### src/rtl/fourbit_shift_reg_blockassig.sv
// fourbit_shift_reg_blockassig
// DEPTH-stage serial-in shift register. It has a parallel view of all stages,
// a saturating fill counter and a "primed" flag.
// clear is synchronous and active-low. It wins over shifting on any edge.
// The optional macro FOURBIT_SHIFT_REG_ONES_COUNT_EN adds ones_cnt.
// ones_cnt is a registered population count of q, updated incrementally.
module fourbit_shift_reg_blockassig #(
   parameter int DEPTH = 4
) (
   input  logic                       clk,
   input  logic                       clear,
   input  logic                       s_in,
   output logic                       s_out,
   output logic [DEPTH-1:0]           q,
   output logic                       primed,
   output logic [$clog2(DEPTH+1)-1:0] fill_cnt
`ifdef FOURBIT_SHIFT_REG_ONES_COUNT_EN
   ,
   output logic [$clog2(DEPTH+1)-1:0] ones_cnt
`endif
);

   localparam int CW = $clog2(DEPTH+1);
   localparam logic [CW-1:0] FULL = CW'(DEPTH);
   localparam logic [CW-1:0] ONE  = CW'(1);

   logic [DEPTH-1:0] stage_reg;
   wire  [DEPTH-1:0] stage_next;
   logic [CW-1:0]    fill_reg;
   logic [CW-1:0]    fill_next;
   logic             primed_reg;

   // Each stage reads the previous stage's registered value.
   // Stage 0 reads s_in. This keeps one flop per stage with no fall-through.
   generate
      for (genvar gi = 0; gi < DEPTH; gi++) begin : g_stage
         if (gi == 0) begin : g_head
            assign stage_next[gi] = s_in;
         end else begin : g_body
            assign stage_next[gi] = stage_reg[gi-1];
         end
      end
   endgenerate

   // Saturating count of bits shifted in since the last reset.
   always_comb begin
      fill_next = fill_reg;
      if (fill_reg != FULL)
         fill_next = fill_reg + ONE;
   end

   // Shift stages, fill counter and primed flag together. Reset has priority.
   always_ff @(posedge clk) begin
      if (!clear) begin
         stage_reg  <= '0;
         fill_reg   <= '0;
         primed_reg <= 1'b0;
      end else begin
         stage_reg  <= stage_next;
         fill_reg   <= fill_next;
         primed_reg <= (fill_next == FULL);
      end
   end

   assign q        = stage_reg;
   assign s_out    = stage_reg[DEPTH-1];
   assign fill_cnt = fill_reg;
   assign primed   = primed_reg;

`ifdef FOURBIT_SHIFT_REG_ONES_COUNT_EN
   logic [CW-1:0] ones_reg;

   // Running popcount of q.
   // A 1 entering at q[0] adds one, and a 1 leaving from s_out subtracts one.
   // When both happen on the same edge they cancel out.
   always_ff @(posedge clk) begin
      if (!clear) begin
         ones_reg <= '0;
      end else begin
         case ({s_in, stage_reg[DEPTH-1]})
            2'b10:   ones_reg <= ones_reg + ONE;
            2'b01:   ones_reg <= ones_reg - ONE;
            default: ones_reg <= ones_reg;
         endcase
      end
   end

   assign ones_cnt = ones_reg;
`endif

endmodule

### config.mk
export PLATFORM = sky130hd
export DESIGN_NAME = fourbit_shift_reg_blockassig
export DESIGN_NICKNAME = d
export VERILOG_FILES = /design/src/rtl/fourbit_shift_reg_blockassig.sv
export SDC_FILE = /design/constraint.sdc
export NUM_CORES = 1
export LEC_CHECK = 0
export CAP_MARGIN = 30
export CORE_AREA = 5 5 42 44
export CTS_BUF_LIST = sky130_fd_sc_hd__clkbuf_4
export CTS_CLUSTER_DIAMETER = 60
export DETAILED_ROUTE_END_ITERATION = 7
export DIE_AREA = 0 0 47 49
export PLACE_DENSITY = 0.6
export SYNTH_ARGS = -nofsm -noshare
export SYNTH_HDL_FRONTEND = slang
export SYNTH_SLANG_ARGS = --single-unit
export TNS_END_PERCENT = 20
### constraint.sdc
create_clock -name clk -period 1.2 [get_ports clk]
set_input_delay 0.24 -clock clk [delete_from_list [all_inputs] [get_ports clk]]
set_output_delay 0.24 -clock clk [all_outputs]
set_load 0.02 [all_outputs]
== Word-level counts from Yosys, hierarchy flattened ==
Cells that the tools add are included.
W data, S select, Z words.

* Register bits after elaboration: 8
* Output and inout port bits: 9
* Input port bits: 3

* Mux-type cells: 1
* Add/sub/neg operators: 1
* Eq/ne operators: 2

{| class="wikitable"
|+ Operators with widths
! operator !! number
|-
| $add A3 B1 Y3 const B || 1
|-
| $eq A3 B3 Y1 const B || 1
|-
| $mux W3 || 1
|-
| $ne A3 B3 Y1 const B || 1
|}

== Depth between registers and ports, before layout ==
* Word-level depth: 3
* Depth in mapped cells: 4
* Depth with buffers taken out: 4

== Worst setup path after synthesis ==
OpenSTA, ideal clock, no wires.

* Kind: register -> register
* Start point: reg fill_reg[0], in the netlist fill_cnt[0]
* End point: reg primed_reg, in the netlist primed
* Path buffers: 0
* Arrival: 1.388 ns
* Cell stages (with the launch flop): 5
* Slack: -0.276 ns
* Period minus slack after synthesis: 1.476 ns
* Setup time: 0.088 ns
* Cells stage by stage: dfxtp_1 inv_1 ha_1 or3b_1 a311oi_2

* Cells in the longest elaborated chain, start to end: 3

{| class="wikitable"
|+ Ends and longest elaborated chain
! item !! line !! source
|-
| start: declaration || 29 || <nowiki>logic [CW-1:0] fill_reg;</nowiki>
|-
| start signal: assignment || 60 || <nowiki>fill_reg <= fill_next;</nowiki>
|-
| $add A3 B1 Y3 or $ne A3 B3 Y1 (tied branches) || 49, 48 ||
|-
| $mux W3 * || 48 || <nowiki>if (fill_reg != FULL)</nowiki>
|-
| $eq A3 B3 Y1 * || 61 || <nowiki>primed_reg <= (fill_next == FULL);</nowiki>
|-
| end signal: assignment || 61 ||
|-
| end: declaration || 31 || <nowiki>logic primed_reg;</nowiki>
|}

Every way passes the cells marked *; elsewhere a longest branch is shown, timed or not.
A chain may end at the register's enable or synchronous reset.

== Final worst setup path ==
Ends and elaborated chain as after synthesis.

==> impl_metrics.env <==
export IMPL_postSynthNetCount=33
export IMPL_num_antenna_cells=0
export IMPL_timing_final_ws_setup_ns=0.0181
export IMPL_cts_root_buf="clkbuf_4"
export IMPL_ir_drop_mv=0.817
export IMPL_worstPathArrival_ns=1.35
export IMPL_synth_top_area_share_pct=53.1
export IMPL_final_common_cell="dlygate4sd2_1"
export IMPL_first_iter_violations=0
export IMPL_antenna_left=0
export IMPL_worstPathRequired_ns=1.37
export IMPL_cp_startpoint="fill_cnt[0]$_SDFF_PN0_"
export IMPL_dp_hpwl_um=470
export IMPL_synth_cell_types=13
export IMPL_tightest_slew_ns=0.212
export IMPL_globalRouteOverflowTotal=0
export IMPL_r2r_cells=3
export IMPL_cap_violations=0
export IMPL_ys_seq_area_share_pct=53.1
export IMPL_rrSetupSlack_ns=0.02
export IMPL_clockBufferDepth=2
export IMPL_power_w=0.000679
export IMPL_path_cells="ha_2 > or3b_1 > a311oi_2"
export IMPL_relSlewSlack_pct=85.9
export IMPL_grt_use_total_pct=5.94
export IMPL_worstHoldPathType="register to register"
export IMPL_yosysWarnings=0
export IMPL_grt_pass1_wl_um=931
export IMPL_clk_pin_slew_worst_paths_ns=0.05
export IMPL_power_leakage_nw=0.238
export IMPL_routedWlPerCell_um=9.17
export IMPL_dieHeight_um=49
export IMPL_cts_setup_buffers=0
export IMPL_start_util_pct=21.5
export IMPL_cts_tree="done"
export IMPL_final_layout_size_suffix_gt1_share_pct=34.0
export IMPL_fin_hold_ws_ns=0.444
export IMPL_powerDensity_nw_per_um2=1340
export IMPL_period_share_pct=98.5
export IMPL_r2r_end="primed$_SDFF_PN0_"
export IMPL_synth_cell_area_sq_um=302
export IMPL_cts_made_buffers=3
export IMPL_cp_end_kind="register"
export IMPL_synth_top_area_cell="dfxtp_1"
export IMPL_ios=12
export IMPL_skew_ns=0.000640
export IMPL_area_growth_pct=67.6
export IMPL_drv_slew=0
export IMPL_cp_endpoint="primed$_SDFF_PN0_"
export IMPL_final_nets=53
export IMPL_drc=0
export IMPL_largest_reg_flops=4
export IMPL_fmax_mhz=846
export IMPL_period_needed_ns=1.18
export IMPL_clock_latency_ns=0.25
export IMPL_r2r_start="fill_cnt[0]$_SDFF_PN0_"
export IMPL_wirelength_um=578
export IMPL_critPathMaxStageDelay_ns=0.38
export IMPL_path_class="register to register"
export IMPL_rsz0062_at_grt="yes"
export IMPL_cts_htree_levels=1
export IMPL_synthTopCellsByArea="dfxtp_1 53%, and2_1 10%, ha_1 8.3%"
export IMPL_setup_viol=0
export IMPL_gp_congestion=0.617
export IMPL_status="finished, final reports clean"
export IMPL_core_area_sq_um=1400
export IMPL_critPathLaunchType="register"
export IMPL_cpMaxStageDelayCell="or3b_1"
export IMPL_die_w_um=47
export IMPL_syn_inst=28
export IMPL_placementRows=14
export IMPL_grt_max_degree=7
export IMPL_vias_per_cell=3.92
export IMPL_port_buffers=11
export IMPL_dieArea_sq_um=2300
export IMPL_syn_area_per_cell_sq_um=10.8
export IMPL_ys_ff_latch=8
export IMPL_vias=247
export IMPL_dr_pass1_iters=1
export IMPL_grt_pass1_vias=233
export IMPL_antenna_found_initial=0
export IMPL_final_cell_mix="7 x dlygate4sd2_1, 6 x dfxtp_1, 5 x and2_1, 5 x buf_4, 4 x clkbuf_4"
export IMPL_path_max_fanout=4
export IMPL_pre_cts_ws_ns=-0.0305
export IMPL_cts_num_sinks=8
export IMPL_hold_viol_final=0
## critical path, delay by kind of cell, from the launching register on
family,cells,cell delay [ns]
fa+ha+maj,1,0.18
compound gates,1,0.18
simple gates,1,0.38
flops,1,0.35
## stage by stage
step | TNS (ns) | instances | instance area (sq um) | utilization (%)
detailed placement | -0.0305 | 59 | 484 | 34.6
finish | 0 | 63 | 505 | 36.1
global placement | -0.0189 | 59 | 484 | 34.6
floorplan | -0.0714 | 28 | 324 | -
CTS | 0 | 63 | 503 | 35.9
global route | -0.0571 | 63 | 505 | 36.1
## worst min-delay path by stage
| stage | from | to | slack (ns) | depth (start not counted) |
|---|---|---|---|---|
| floorplan | clear | fill_cnt[0]$_SDFF_PN0_ | 0.36 | 1 |
| global placement | q[1]$_SDFF_PN0_ | q[2]$_SDFF_PN0_ | 0.44 | 1 |
| detailed placement | q[1]$_SDFF_PN0_ | q[2]$_SDFF_PN0_ | 0.44 | 1 |
| CTS | q[1]$_SDFF_PN0_ | q[2]$_SDFF_PN0_ | 0.45 | 1 |
| global route | q[1]$_SDFF_PN0_ | q[2]$_SDFF_PN0_ | 0.48 | 1 |
| finish | q[1]$_SDFF_PN0_ | q[2]$_SDFF_PN0_ | 0.44 | 1 |
## synth_stat cells
| library cell | n |
|---|---|
| inv_1 | 3 |
| dfxtp_1 | 8 |
| a31oi_1 | 1 |
| o21ai_0 | 1 |
| ha_1 | 2 |
| o21a_1 | 1 |
| buf_4 | 1 |
| nand2b_1 | 2 |
| and2_1 | 5 |
| and3_1 | 1 |
| or3b_1 | 1 |
| a311oi_2 | 1 |
| a21oi_1 | 1 |
## routing by layer
layer	vias up	GRT usage (%)	wire, um
met2	9	9.28	288
met1	109	5.35	218
met5	-	0	0
met3	0	5.90	71
met4	0	1.38	0
li1	129	-	-
## cell families after synthesis
logic type | Yosys count | synth area share, %
adder cells (fa/ha/maj) | 2 | 8.30
flip-flops | 8 | 53.1
AO/OA/AOI/OAI | 5 | 12.9
buffers and inverters | 4 | 6.22
AND/OR/NAND/NOR | 9 | 19.5
## final cells by class
type | count | area [sq um]
fill | 177 | 896
sequential | 8 | 168
timing repair buffer | 16 | 139
multi-input combinational | 16 | 138
clock buffer | 4 | 30.0
tap | 16 | 20.0
inverter | 3 | 11.3
## repair_timing
item | in CTS | in global routing
setup endpoints to repair | 10 | 4
pin swaps | 1 | 0
gates resized for setup | 9 | 2
hold buffers | 0 | 0
## where the power goes
part,internal [W],switching (W),total [W]
combinational,0.0000731,0.0000698,0.000143
sequential,0.000286,0.0000119,0.000297
clock,0.000150,0.0000891,0.000239
total,0.000508,0.000171,0.000679
Power figures use the tool's default switching activity.
